## config.mk

```make
export PLATFORM = sky130hd
export DESIGN_NAME = pc_fetch_ctrl
export DESIGN_NICKNAME = d
export VERILOG_FILES = /design/src/rtl/pc_fetch_ctrl.sv
export SDC_FILE = /design/constraint.sdc
export NUM_CORES = 1
export LEC_CHECK = 0
export BUFFER_PORTS_ARGS = -buffer_cell sky130_fd_sc_hd__buf_2
export CAP_MARGIN = 20
export CORE_MARGIN = 10
export CORE_UTILIZATION = 35
export DETAILED_ROUTE_END_ITERATION = 10
export PLACE_DENSITY = 0.72
export SETUP_SLACK_MARGIN = 0.02
export SLEW_MARGIN = 20
export SYNTH_ARGS = -nofsm -noshare
export SYNTH_HDL_FRONTEND = slang
export SYNTH_SLANG_ARGS = --single-unit
```

## constraint.sdc

```tcl
create_clock -name CLK -period 1.8 [get_ports CLK]
set_input_delay 0.18 -clock CLK [delete_from_list [all_inputs] [get_ports CLK]]
set_output_delay 0.18 -clock CLK [all_outputs]
set_load 0.05 [all_outputs]
```

## src/rtl/pc_fetch_ctrl.sv

```systemverilog
// Program counter and req/ack instruction-fetch sequencer feeding the PCSrc select.
// Optional misaligned-PC trap enabled by defining PC_MISALIGN_TRAP_EN.
module pc_fetch_ctrl #(
    parameter int unsigned           WIDTH    = 16,
    parameter logic [WIDTH-1:0]      RESET_PC = 16'h0000,
    parameter int unsigned           INC      = 2
) (
    input  logic             CLK,
    input  logic             Reset,
    input  logic [WIDTH-1:0] NextPC,
    input  logic             PCWrite,
    input  logic             Stall,
    input  logic             IMemAck,
    input  logic [WIDTH-1:0] IMemData,
    output logic             IMemReq,
    output logic [WIDTH-1:0] IMemAddr,
    output logic [WIDTH-1:0] Instr,
    output logic             InstrValid,
    output logic [WIDTH-1:0] PC,
`ifdef PC_MISALIGN_TRAP_EN
    output logic             MisalignErr,
`endif
    output logic [WIDTH-1:0] PCPlus2
);

    typedef enum logic [1:0] {IDLE, REQ, DONE} state_t;

    state_t state, state_nxt;
    logic   ack_take;
    logic   pc_load;

    assign ack_take = (state == REQ) && IMemAck;
    assign pc_load  = (state == DONE) && PCWrite && !Stall;

    always_ff @(posedge CLK) begin
        if (Reset) state <= IDLE;
        else       state <= state_nxt;
    end

    always_comb begin
        state_nxt = state;
        unique case (state)
            IDLE:    state_nxt = REQ;
            REQ:     if (IMemAck) state_nxt = DONE;
            DONE:    if (PCWrite && !Stall) state_nxt = REQ;
            default: state_nxt = IDLE;
        endcase
    end

    // Request and valid are pure state decodes, so they drop on the same edge the state leaves.
    always_comb begin
        IMemReq    = 1'b0;
        InstrValid = 1'b0;
        unique case (state)
            REQ:     IMemReq    = 1'b1;
            DONE:    InstrValid = 1'b1;
            default: ;
        endcase
    end

    always_ff @(posedge CLK) begin
        if (Reset) begin
            PC    <= RESET_PC;
            Instr <= '0;
        end else begin
            if (ack_take) Instr <= IMemData;
`ifdef PC_MISALIGN_TRAP_EN
            if (pc_load) PC <= {NextPC[WIDTH-1:1], 1'b0};
`else
            if (pc_load) PC <= NextPC;
`endif
        end
    end

`ifdef PC_MISALIGN_TRAP_EN
    always_ff @(posedge CLK) begin
        if (Reset)                    MisalignErr <= 1'b0;
        else if (pc_load && NextPC[0]) MisalignErr <= 1'b1;
    end
`endif

    assign IMemAddr = PC;
    assign PCPlus2  = PC + WIDTH'(INC);

endmodule

```

==> impl_metrics.json <==
{
  "status": "finished clean",
  "grt_setup_unrepaired": "true",
  "detailed_place_hpwl_um": 3922,
  "synth_common_cells": "sky130_fd_sc_hd__nand2_1, sky130_fd_sc_hd__dfxtp_1, sky130_fd_sc_hd__a21oi_1",
  "remaining_number_of_nets_flagged_by_the_antenna_check_after_routing": 0,
  "total_leakage_power_nw": 1.237,
  "critical_path.reg2reg.startpoint": "state[0]",
  "setup_slack_ns": 0.05621,
  "req_time_crit_path_ns": 1.62,
  "synthesis.yosys.warnings": 0,
  "wire_length_of_the_first_global_routing_pass_um": 8128,
  "die_y_um": 89.24,
  "grt_remaining_overflow": 0,
  "cp-end-kind": "output pin",
  "cts_tree": "done",
  "final_min_period_over_clock_period_pct": 96.88,
  "post_route_non_filler_standard_cell_count": 360,
  "yosys_register_bits": 34,
  "syn_area_per_cell_um2": 8.028,
  "cts_max_level": 2,
  "hold-path-cell-count": 3,
  "cts.root.buffer_cell": "sky130_fd_sc_hd__clkbuf_8",
  "rows": 25,
  "detail_route.iter0.violations": 45,
  "synthToLayoutAreaGrowth_pct": 50.93,
  "place_congestion": 0.7457,
  "timing.fmax_mhz": 573.5,
  "syn-cell-area_um2": 1678,
  "cts_hold_buffers": 0,
  "synth_enable_flop_cells": 0,
  "dominant_cell_by_count_in_the_synthesized_netlist": "sky130_fd_sc_hd__nand2_1",
  "tritoncts_num_sinks": 34,
  "worst-slew-pin-transition_ns": 0.7415,
  "yosys.cell_types.count": 28,
  "synthesis.nets": 247,
  "ff2ff_setup_slack_ns": 0.41,
  "grt_antenna_before_repair": 1,
  "cts-buffers-inserted": 5,
  "timing.final.crit_period_ns": 1.744,
  "num_antenna_cells": 0,
  "worstSetupStartpoint": "IMemAddr[5]",
  "core_um2": 4692,
  "dieArea_um2": 7963,
  "max-slew-margin-rel_pct": 50.57,
  "globalRouteTotalUtil_pct": 12.82,
  "use_met2_pct": 20.07,
  "power.ir.vdd_worst_mv": 0.5299,
  "clk_pin_slew_ns": 0.06,
  "grt.met1_usage_pct": 14.48,
  "clock-skew-final_ns": 0.005915,
  "largest_net_degree_at_the_start_of_global_routing": 35,
  "route.final.wire_length_um": 5188,
  "dp.cells": 342,
  "fin_total_pwr_mw": 1.612,
  "dpl-instance-area_um2": 2212,
  "floorplan.io_pins": 103,
  "worst_r2r_path_depth": 3,
  "synthesis.instances": 209,
  "route.vias.total": 1674,
  "worstReg2RegEnd": "Instr[5]",
  "synth-main-ff-cell": "sky130_fd_sc_hd__dfxtp_1",
  "synthTopCellsByArea": "sky130_fd_sc_hd__dfxtp_1, sky130_fd_sc_hd__nand2_1, sky130_fd_sc_hd__buf_4, sky130_fd_sc_hd__a21oi_1, sky130_fd_sc_hd__a21oi_2",
  "post-route-drc-count": 0,
  "routed_via_density": 4.650,
  "power_density_nw_per_um2": 636.5,
  "crit_type": "reg2out",
  "cts_buffer_depth": 2,
  "die_x_um": 89.24,
  "startpoint_type": "flop",
  "worst_hold_path_type": "in2reg",
  "cp_data_arrival_time_ns": 1.56,
  "top_fanout_value_on_the_critical_path": 8,
  "hold_start": "NextPC[14]",
  "global_route.usage.met3_pct": 7.840,
  "grt_most_used_layer": "met2",
  "grt_pass1_vias": 1705,
  "routedWlPerCell_um": 14.41,
  "setup_violations": 0,
  "clock_insertion_delay_worst_skew_ns": 0.27,
  "io_buffer_count": 102,
  "detailedRoute.firstPassIterationCount": 4,
  "hold_viol": 0,
  "async_sr_flop_fraction_pct": 0,
  "final_nets": 344,
  "final_layout_size_suffix_gt1_share_pct": 54.90,
  "fin_area_um2": 2532,
  "initial_utilization_pct": 35.76,
  "yosysTopAreaCell": "sky130_fd_sc_hd__dfxtp_1",
  "place_worst_setup_slack_ns": 0.04504,
  "sequential_area_share_after_synthesis_pct": 40.57,
  "hold-path-endpoint": "IMemAddr[14]",
  "cap_viol_max_count": 0,
  "fin_tns_setup_ns": 0,
  "synthDominantCellAreaShare_pct": 40.57,
  "final_max_slew_viol_count": 0
}
==> per-stage QoR <==
step	utilization, %	hold slack, ns
after floorplan	-	0.3056
after global placement	47.15	0.4189
after detailed placement	47.15	0.4246
after CTS	52.24	0.1252
after global routing	53.97	0.1264
final	53.97	0.1322
==> per-layer routing <==
layer | share of wire, % | up-vias
li1 | - | 847
met1 | 41 | 748
met2 | 45 | 75
met3 | 14 | 2
met4 | 0.019 | 2
met5 | 0.25 | -
==> power breakdown <==
group          total, mW  internal [mW]  switching (mW)
combinational      0.276         0.0844           0.191
sequential         0.784          0.763          0.0217
clock              0.552          0.303           0.249
==> layout by cell type (no fill, tap or decap), types with 2 or more instances in the layout <==
cell type,Yosys,layout
sky130_fd_sc_hd__buf_2,3,92
sky130_fd_sc_hd__dfxtp_1,34,20
sky130_fd_sc_hd__a21oi_2,10,10
sky130_fd_sc_hd__nand3_4,1,2
sky130_fd_sc_hd__nand3_1,3,3
sky130_fd_sc_hd__buf_4,20,14
sky130_fd_sc_hd__clkbuf_4,0,4
sky130_fd_sc_hd__xnor2_1,4,4
sky130_fd_sc_hd__xor2_2,0,8
sky130_fd_sc_hd__nor2b_1,2,2
sky130_fd_sc_hd__dfxtp_2,0,3
sky130_fd_sc_hd__inv_1,5,5
sky130_fd_sc_hd__nor4_4,0,3
sky130_fd_sc_hd__a21oi_1,24,24
sky130_fd_sc_hd__nor3_2,0,2
sky130_fd_sc_hd__nor2_1,5,5
sky130_fd_sc_hd__dfxtp_4,0,11
sky130_fd_sc_hd__buf_6,1,8
sky130_fd_sc_hd__nor3_4,0,2
sky130_fd_sc_hd__nand2_1,67,67
sky130_fd_sc_hd__clkbuf_8,0,6
==> flip-flops by register name, indices dropped and copies added (netlist names) <==
signal	count
IMemAddr	16
Instr	16
state	2
==> critical path, cell delays in order, from the launching register on <==
cell                      delay, ns
sky130_fd_sc_hd__dfxtp_4       0.38
sky130_fd_sc_hd__nand3_4       0.17
sky130_fd_sc_hd__buf_4         0.20
sky130_fd_sc_hd__nor3_4        0.19
sky130_fd_sc_hd__xor2_2        0.16
sky130_fd_sc_hd__buf_6         0.17
==> how the worst max path moves through the flow <==
stage | end
floorplan | PCPlus2[15]
global placement | PCPlus2[15]
detailed placement | PCPlus2[15]
CTS | PCPlus2[14]
global route | PCPlus2[9]
finish | PCPlus2[9]
==> kinds of logic (layout without fill, tap and decap cells) <==
kind of cell,after synthesis,count (layout),share of synthesized area (%)
buf+inv,33,130,12.60
flops,34,34,40.57
fa+ha+maj,1,1,0.7456
xor+xnor,13,13,6.786
compound gates,35,35,12.68
simple gates,93,93,26.62
==> area by class of cell <==
cell class	instances	area, um^2
clock buffers	7	86.33
inverters	5	18.77
well taps	54	67.56
repair buffers	118	685.7
fillers	431	2160
flip-flops and latches	34	725.7
multi-input cells	142	948.4
==> timing repair <==
item                       4_1_cts  5_1_grt
resized for setup               25       10
setup buffers                    4        7
setup endpoints to repair       10       10
hold endpoints to repair         0        0
pin swaps                        5        7
No activity file was read; power rests on OpenSTA's default activity.
